File: src/rtl/log2_core_if.sv
// rtl/log2_core_if.sv - operand/result bundle between the log2 core and its neighbours
interface log2_core_if #(
    parameter int EXP_WIDTH   = 8,
    parameter int FRACT_WIDTH = 7
);
    logic                   valid_log_i;
    logic                   sgn_i;
    logic [EXP_WIDTH-1:0]   exp_i;
    logic [FRACT_WIDTH-1:0] fract_i;
    logic                   ready_o;
    logic                   valid_log_o;
    logic [EXP_WIDTH-1:0]   integer_o;
    logic [FRACT_WIDTH-1:0] log_f_o;
    logic [1:0]             exc_o;

    modport master (
        output valid_log_i, sgn_i, exp_i, fract_i,
        input  ready_o, valid_log_o, integer_o, log_f_o, exc_o
    );

    modport slave (
        input  valid_log_i, sgn_i, exp_i, fract_i,
        output ready_o, valid_log_o, integer_o, log_f_o, exc_o
    );
endinterface

File: src/rtl/log2_core.sv
// rtl/log2_core.sv - iterative bfloat16 log2 core, square-and-compare fraction, one bit per clock
// Optional round-half-up guard step enabled by defining LOG_ROUND_EN.
module log2_core #(
    parameter int EXP_WIDTH   = 8,
    parameter int FRACT_WIDTH = 7,
    parameter int BIAS        = 127,
    parameter int SQ_FRAC     = 16
) (
    input  logic       clk,
    input  logic       rst,
    log2_core_if.slave bus
);
`ifdef LOG_ROUND_EN
    localparam int N = FRACT_WIDTH + 1;
`else
    localparam int N = FRACT_WIDTH;
`endif
    localparam int KW = $clog2(N + 1);
    localparam int YW = SQ_FRAC + 1;
    localparam int PW = 2 * YW;
    localparam logic [EXP_WIDTH-1:0] BIAS_V = BIAS[EXP_WIDTH-1:0];

    typedef enum logic {S_IDLE, S_SQUARE} state_t;

    state_t                 r_state;
    logic [KW-1:0]          r_k;
    logic [YW-1:0]          r_y;
    logic [N-1:0]           r_sr;
    logic [EXP_WIDTH-1:0]   r_int_cap;
    logic [1:0]             r_exc_cap;
    logic                   r_ready;
    logic                   r_valid;
    logic [EXP_WIDTH-1:0]   r_int;
    logic [FRACT_WIDTH-1:0] r_logf;
    logic [1:0]             r_exc;

    logic [1:0]             w_exc;
    logic [YW-1:0]          w_y_load;
    logic [PW-1:0]          w_prod;
    logic [SQ_FRAC+1:0]     w_p;
    logic                   w_bit;
    logic [YW-1:0]          w_y_next;
    logic [N-1:0]           w_sr_next;
    logic [FRACT_WIDTH-1:0] w_logf;
    logic                   w_last;

    always_comb begin
        w_exc = 2'b00;
        if ((&bus.exp_i) && (bus.fract_i != '0))
            w_exc = 2'b11;
        else if (bus.sgn_i && (bus.exp_i != '0))
            w_exc = 2'b11;
        else if (&bus.exp_i)
            w_exc = 2'b10;
        else if (bus.exp_i == '0)
            w_exc = 2'b01;
    end

    assign w_y_load  = YW'({1'b1, bus.fract_i}) << (SQ_FRAC - FRACT_WIDTH);

    // Q1.SQ_FRAC squared gives Q2.(2*SQ_FRAC); keep the top bits as Q2.SQ_FRAC.
    assign w_prod    = {{YW{1'b0}}, r_y} * {{YW{1'b0}}, r_y};
    assign w_p       = w_prod[2*SQ_FRAC+1:SQ_FRAC];
    assign w_bit     = w_p[SQ_FRAC+1];
    assign w_y_next  = w_bit ? w_p[SQ_FRAC+1:1] : w_p[SQ_FRAC:0];
    assign w_sr_next = {r_sr[N-2:0], w_bit};
    assign w_last    = (r_k == KW'(N - 1));

`ifdef LOG_ROUND_EN
    logic [FRACT_WIDTH-1:0] w_trunc;
    assign w_trunc = w_sr_next[N-1:1];
    // Saturate instead of carrying into the integer part.
    assign w_logf  = (&w_trunc) ? w_trunc : w_trunc + FRACT_WIDTH'(w_sr_next[0]);
`else
    assign w_logf  = w_sr_next;
`endif

    always_ff @(posedge clk or posedge rst) begin
        if (rst) begin
            r_state   <= S_IDLE;
            r_k       <= '0;
            r_y       <= '0;
            r_sr      <= '0;
            r_int_cap <= '0;
            r_exc_cap <= 2'b00;
            r_ready   <= 1'b1;
            r_valid   <= 1'b0;
            r_int     <= '0;
            r_logf    <= '0;
            r_exc     <= 2'b00;
        end else begin
            r_valid <= 1'b0;
            case (r_state)
                S_IDLE: begin
                    if (bus.valid_log_i) begin
                        r_int_cap <= bus.exp_i - BIAS_V;
                        r_y       <= w_y_load;
                        r_k       <= '0;
                        r_sr      <= '0;
                        r_exc_cap <= w_exc;
                        r_ready   <= 1'b0;
                        r_state   <= S_SQUARE;
                    end
                end
                S_SQUARE: begin
                    r_y  <= w_y_next;
                    r_sr <= w_sr_next;
                    r_k  <= r_k + KW'(1);
                    if (w_last) begin
                        r_state <= S_IDLE;
                        r_ready <= 1'b1;
                        r_valid <= 1'b1;
                        r_exc   <= r_exc_cap;
                        r_int   <= (r_exc_cap == 2'b00) ? r_int_cap : '0;
                        r_logf  <= (r_exc_cap == 2'b00) ? w_logf : '0;
                    end
                end
                default: r_state <= S_IDLE;
            endcase
        end
    end

    assign bus.ready_o     = r_ready;
    assign bus.valid_log_o = r_valid;
    assign bus.integer_o   = r_int;
    assign bus.log_f_o     = r_logf;
    assign bus.exc_o       = r_exc;
endmodule

File: src/flat_wrapper.sv
// flat-port wrapper written by rule: the top's interface ports become plain ports
module log2_core_flat 
#(
    parameter int EXP_WIDTH   = 8,
    parameter int FRACT_WIDTH = 7,
    parameter int BIAS        = 127,
    parameter int SQ_FRAC     = 16
)
  (clk, rst, bus_valid_log_i, bus_sgn_i, bus_exp_i, bus_fract_i, bus_ready_o, bus_valid_log_o, bus_integer_o, bus_log_f_o, bus_exc_o);
  log2_core_if #(.EXP_WIDTH(EXP_WIDTH), .FRACT_WIDTH(FRACT_WIDTH)) bus_i ();
  input  logic clk;
  input  logic rst;
  input wire logic [$bits(bus_i.valid_log_i)-1:0] bus_valid_log_i;
  input wire logic [$bits(bus_i.sgn_i)-1:0] bus_sgn_i;
  input wire logic [$bits(bus_i.exp_i)-1:0] bus_exp_i;
  input wire logic [$bits(bus_i.fract_i)-1:0] bus_fract_i;
  output wire logic [$bits(bus_i.ready_o)-1:0] bus_ready_o;
  output wire logic [$bits(bus_i.valid_log_o)-1:0] bus_valid_log_o;
  output wire logic [$bits(bus_i.integer_o)-1:0] bus_integer_o;
  output wire logic [$bits(bus_i.log_f_o)-1:0] bus_log_f_o;
  output wire logic [$bits(bus_i.exc_o)-1:0] bus_exc_o;
  assign bus_i.valid_log_i = bus_valid_log_i;
  assign bus_i.sgn_i = bus_sgn_i;
  assign bus_i.exp_i = bus_exp_i;
  assign bus_i.fract_i = bus_fract_i;
  assign bus_ready_o = bus_i.ready_o;
  assign bus_valid_log_o = bus_i.valid_log_o;
  assign bus_integer_o = bus_i.integer_o;
  assign bus_log_f_o = bus_i.log_f_o;
  assign bus_exc_o = bus_i.exc_o;
  log2_core #(.EXP_WIDTH(EXP_WIDTH), .FRACT_WIDTH(FRACT_WIDTH), .BIAS(BIAS), .SQ_FRAC(SQ_FRAC)) u_core (.clk(clk), .rst(rst), .bus(bus_i));
endmodule
File: config.mk
export PLATFORM = sky130hd
export DESIGN_NAME = log2_core_flat
export DESIGN_NICKNAME = d
export VERILOG_FILES = /design/src/rtl/log2_core_if.sv /design/src/rtl/log2_core.sv /design/src/flat_wrapper.sv
export SDC_FILE = /design/constraint.sdc
export NUM_CORES = 1
export LEC_CHECK = 0
export CORE_MARGIN = 2
export CORE_UTILIZATION = 63
export CTS_BUF_LIST = sky130_fd_sc_hd__clkbuf_4 sky130_fd_sc_hd__clkbuf_8 sky130_fd_sc_hd__clkbuf_16
export CTS_CLUSTER_SIZE = 14
export DETAILED_ROUTE_END_ITERATION = 7
export GPL_ROUTABILITY_DRIVEN = 0
export GPL_TIMING_DRIVEN = 0
export PLACE_DENSITY = 0.82
export RECOVER_POWER = 100
export SYNTH_ARGS = -nofsm -noshare
export SYNTH_HDL_FRONTEND = slang
export SYNTH_SLANG_ARGS = --single-unit
File: constraint.sdc
create_clock -name clk -period 8.51 [get_ports clk]
set_input_delay 0.851 -clock clk [delete_from_list [all_inputs] [get_ports clk]]
set_output_delay 0.851 -clock clk [all_outputs]
set_load 0.01 [all_outputs]
### After elaboration in Yosys (flattened, before gate mapping)

Index checks and enable logic that the tools add are counted.

* bits in registers: 56
* latch bits: 0
* memory bits (writable): 0
* ROM bits: 0
* input port bits: 19
* output and inout port bits: 19
* logic and storage cells: 49
* memories kept: 0

* $add $sub $neg: 2
* $mul: 1
* div/mod/pow operators: 0
* order comparisons: 0
* equality and inequality tests: 3
* shift-type cells: 0
* muxes and demuxes: 21
* bitwise gates (word level): 1
* reduce and logical (&&, ||, !) cells: 10

Operators by type and width (number)
* multiplier 17 x 17 -> 34 bit: 1
* two-way mux 17 bit: 2
* one-hot mux 17 bit (2 select lines): 1
* one-hot mux 6 bit (2 select lines): 1
* logical NOT 8 bit: 1
* two-way mux 8 bit: 1
* AND reduction 8 bit: 1
* nonzero test 8 bit: 1
* subtractor 8 x 7 -> 8 bit, second input constant: 1
* two-way mux 1 bit: 7
* two-way mux 7 bit: 1
* nonzero test 7 bit: 1
* two-way mux 2 bit: 3
* two-way mux 6 bit: 1
* one-hot mux 3 bit (2 select lines): 1
* AND reduction 2 bit: 3
* != test 2 bit, second input constant: 2
* one-hot mux 1 bit (2 select lines): 2
* adder 3 x 1 -> 3 bit, second input constant: 1
* equality test 3 bit, second input constant: 1
* two-way mux 3 bit: 1
* logical AND 1 bit: 2
* logical NOT 2 bit: 1
* NOT 1 bit: 1

### Depth between registers and ports, before layout

* depth in word-level cells: 5
* depth in mapped cells: 24
* depth with buffers taken out: 23

### Least setup slack after synthesis

No wires, ideal clock.

* kind: flip-flop to flip-flop
* from: register u_core.r_y[5]
* to: register u_core.r_y[8]
* library setup time: 0.126 ns
* data arrival time: 6.320 ns
* required time: 8.384 ns
* path slack: 2.064 ns
* cell stages (with the launch flop): 24
* buffers on the path: 2
* period minus slack after synthesis: 6.446 ns
* path through: dfrtp_1 -> clkbuf_1 -> clkbuf_1 -> nand2_1 -> fa_1 -> inv_1 -> fa_1 -> inv_1 -> fa_1 -> inv_1 -> fa_1 -> fa_1 -> inv_1 -> fa_1 -> inv_1 -> ha_1 -> a21oi_2 -> o21ai_0 -> a31o_2 -> o2111a_1 -> o31a_1 -> o31ai_4 -> nand2_4 -> a221o_1

* word-level cells in the longest chain between the ends: 3

RTL lines
* start, declared: line log2_core.sv:27 `logic [YW-1:0] r_y;`
* start signal, assigned: line log2_core.sv:97 `r_y <= w_y_load;`
* start signal, assigned: line log2_core.sv:106 `r_y <= w_y_next;`
* multiplier 17 x 17 -> 34 bit: line log2_core.sv:62 `assign w_prod = {{YW{1'b0}}, r_y} * {{YW{1'b0}}, r_y};`
* two-way mux 17 bit: line log2_core.sv:65 `assign w_y_next = w_bit ? w_p[SQ_FRAC+1:1] : w_p[SQ_FRAC:0];`
* one-hot mux 17 bit (2 select lines): line log2_core.sv:93 `case (r_state)`

Every way passes these cells.
A chain may end at the register's enable or synchronous reset.

### Worst setup path after layout

* from: register u_core.r_y[5]
* to: register u_core.r_y[15]

The elaborated chain is that of the path after synthesis.

==> impl_metrics.csv <==
group,metric,value,unit
clock_network,clkSinkCount,56,
worst_hold_path,hold_path_class,"register to register",
synthesis,syn_nets,1482,
critical_path,reg2reg_from,"u_core.r_y[5]",
synthesis,synth_edf_count,0,
global_routing,grt_max_degree,41,
synthesis,ys.flop_type,"dfrtp_1",
drt,drtPass1Iterations,5,
synthesis,postSynth.asyncResetShare,100,%
final_layout,areaGrowthSynthToFinish,7.34,%
clock_network,clock_latency,0.29,ns
clock_network,hold_buffers,0,
critical_path,endpoint_kind,"register",
synthesis,netlist_area,10700,um2
clock_network,clock_path_buffers,2,
sta,period_share,91.6,%
sta,tightest_slew,2.06,ns
synthesis,syn-instance-count,1160,
critical_path,crit_start,"u_core.r_y[5]",
clock_network,cts_max_level,2,
global_routing,grt_first_pass_wirelength,41.0,mm
critical_path,crit_arrival,7.94,ns
final_layout,drive_above_1_share,2.57,%
clock_network,cts_root_buffer,"clkbuf_16",
sta,relSlewSlack,-37.6,%
critical_path,worstPathRequired,8.65,ns
sta,max_freq,0.128,GHz
synthesis,ys_types,69,
final_layout,layout.nets,1526,
floorplan,num_io_pins,38,
sta,finalClockSkew,0.00821,ns
place,dp_hpwl,19.8,mm
status,failed_checks,"max-capacitance violations, max-slew violations",
drt,ant_nets,0,
place,io_buffers,36,
floorplan,rows,47,
sta,post-route-min-period,7.80,ns
global_routing,track_usage,28.9,%
floorplan,initial_core_util,64.4,%
final_layout,multi_input_area,8050,um2
critical_path,path_class,"register to register",
sta,drv_slew,41,
worst_hold_path,hp-start,"u_core.r_int_cap[1]",
synthesis,avgSynthCellArea,9.20,um2
sta,final_hold_viol_count,0,
critical_path,crit_fanout,10,
drt,routedWlPerCell,17.2,um
clock_network,ctsResizeCount,0,
run,timing.max_cap.violations,1,
global_routing,grt_pass1_vias,8509,
drt,drtIter0Drc,519,
clock_network,clkSlewWorstSetupHoldPaths,0.07,ns
drt,vias_per_cell,5.66,
synthesis,ys_seq_area_share,13.1,%
floorplan,chipHeight,134,um
floorplan,core_area,16600,um2
global_routing,antenna_found_initial,0,
global_routing,overflow,0,
synthesis,ys_ff_latch,56,
sta,tns,0,ns
clock_network,cts_tree,"yes",
floorplan,die_area,18000,um2
critical_path,cp-start-kind,"register",
drt,drc,0,
clock_network,numCtsBuffers,5,
final_layout,fill_cells,1321,
sta,rsz0062_at_grt,"false",
drt,vias,8072,
status,status,"complete, but fails checks",
drt,drt-total-wl,24.5,mm
sta,setup_violations,0,
clock_network,cts_setup_buffers,0,
floorplan,dieWidth,134,um
final_layout,seqCellArea,1400,um2
synthesis,yosysWarnings,0,
Yosys cell counts, drive strengths merged (3+ instances only):
cell type	count	area (um2)
a211oi	9	72.6
a21o	10	75.1
a21oi	29	149
a221oi	3	50.1
a22o	16	140
a311oi	3	26.3
and2	54	338
and3	4	25.0
and4	4	35.0
buf	4	17.5
clkbuf	32	120
dfrtp	55	1380
fa	188	3760
ha	115	1440
inv	287	1080
mux2	5	56.3
mux2i	8	80.1
nand2	137	522
nand3	12	60.1
nand4	3	18.8
nor2	25	96.4
nor2b	4	25.0
nor3	19	95.1
nor4	8	65.1
o2111a	3	33.8
o211a	3	30.0
o211ai	6	45.0
o21a	3	22.5
o21ai	41	205
o21bai	3	22.5
or2	5	31.3
or3	4	25.0
xnor2	16	140
xor2	9	78.8
metal layers:
metal	global-route usage (%)	vias up	wire length [um]
li1	-	3708	-
met1	40.2	4024	10300
met2	48.1	273	11800
met3	2.53	67	1400
met4	10.5	0	914
met5	0	-	0
area by class of cell:
| cell class | count | share of cell area [%] |
|---|---|---|
| tap | 220 | 2.40 |
| antenna | 1 | 0.0218 |
| timing repair buffer | 37 | 3.18 |
| multi-input combinational | 781 | 70.2 |
| inverter | 287 | 9.40 |
| sequential | 56 | 12.2 |
| buffer | 36 | 1.20 |
| clock buffer | 7 | 1.33 |
critical path, cell delays in order (launching register included):
cell and delay (ns):
dfrtp_1 0.39, clkbuf_1 0.42, clkbuf_1 0.68, nand2_1 0.21
inv_1 0.12, fa_1 0.41, inv_1 0.08, fa_1 0.46
fa_1 0.54, inv_1 0.06, fa_1 0.54, fa_1 0.51
inv_1 0.05, fa_1 0.47, inv_1 0.04, ha_1 0.33
a21oi_1 0.24, o21ai_0 0.12, a31o_1 0.28, o2111a_1 0.32
o31ai_2 0.37, nand4_1 0.53, nand2_4 0.33, a311oi_1 0.12
sequential cells by signal, indices dropped and copies added, names as in the netlist:
signal	cells
u_core.bus.ready_o	1
u_core.bus.exc_o	2
u_core.r_k	3
u_core.bus.valid_log_o	1
u_core.bus.integer_o	8
u_core.r_y	17
u_core.r_state	1
u_core.r_int_cap	8
u_core.r_sr	6
u_core.bus.log_f_o	7
u_core.r_exc_cap	2
cell families (layout without fill, tap and decap cells):
group,after synthesis,in the layout,synth area share [%]
compound gates,152,152,10.2
xor+xnor,25,25,2.05
fa+ha+maj,303,303,48.7
buf+inv,323,367,11.4
flops,56,56,13.1
mux,13,13,1.28
other cells,0,1,0
simple gates,288,288,13.2
worst paths after layout:
check	to	slack [ns]	cells past startpoint
setup / recovery	u_core.r_y[15]	0.71	23
hold / removal	u_core.bus.integer_o[1]	0.48	1
setup reg to reg	u_core.r_y[15]	0.71	23
hold reg to reg	u_core.bus.integer_o[1]	0.48	1
max in group asynchronous	u_core.bus.integer_o[1]	5.10	3
min in group asynchronous	u_core.bus.log_f_o[0]	1.07	2
through the flow:
stage | instance area (um2) | utilization, % | hold slack, ns | instances | setup WS [ns]
2_1_floorplan | 10700 | - | 0.450 | 1160 | 2.06
3_3_place_gp | 11300 | 68.2 | 0.447 | 1416 | 1.01
3_5_place_dp | 11300 | 68.3 | 0.466 | 1417 | 0.940
4_1_cts | 11500 | 69.3 | 0.486 | 1424 | 0.926
5_1_grt | 11500 | 69.1 | 0.504 | 1424 | 0.324
6_report | 11500 | 69.1 | 0.485 | 1425 | 0.714
cells in the final DEF, fill, tap and decap left out, types with 3 or more instances in the layout:
cell	n
and3_1	4
mux2i_1	8
and2_1	54
dlygate4sd3_1	21
nand3_1	12
clkdlybuf4s50_1	15
o21bai_1	3
xor2_1	9
or2_2	5
o21a_1	3
a22o_1	16
xnor2_1	16
a311oi_1	3
nor2_1	24
o211ai_1	6
inv_1	287
dfrtp_1	55
clkbuf_16	5
ha_1	115
a211oi_1	8
fa_1	188
o21ai_0	40
and4_1	4
o2111a_1	3
nand2_1	136
nor2b_1	4
o211a_1	3
a21o_1	10
or3_1	4
a21oi_1	29
nor4_1	7
nor3_1	19
mux2_2	5
nand4_1	3
clkbuf_1	34
Power is not shown: default switching activity piles up to over one toggle a cycle in this logic, so the estimate is an artifact.
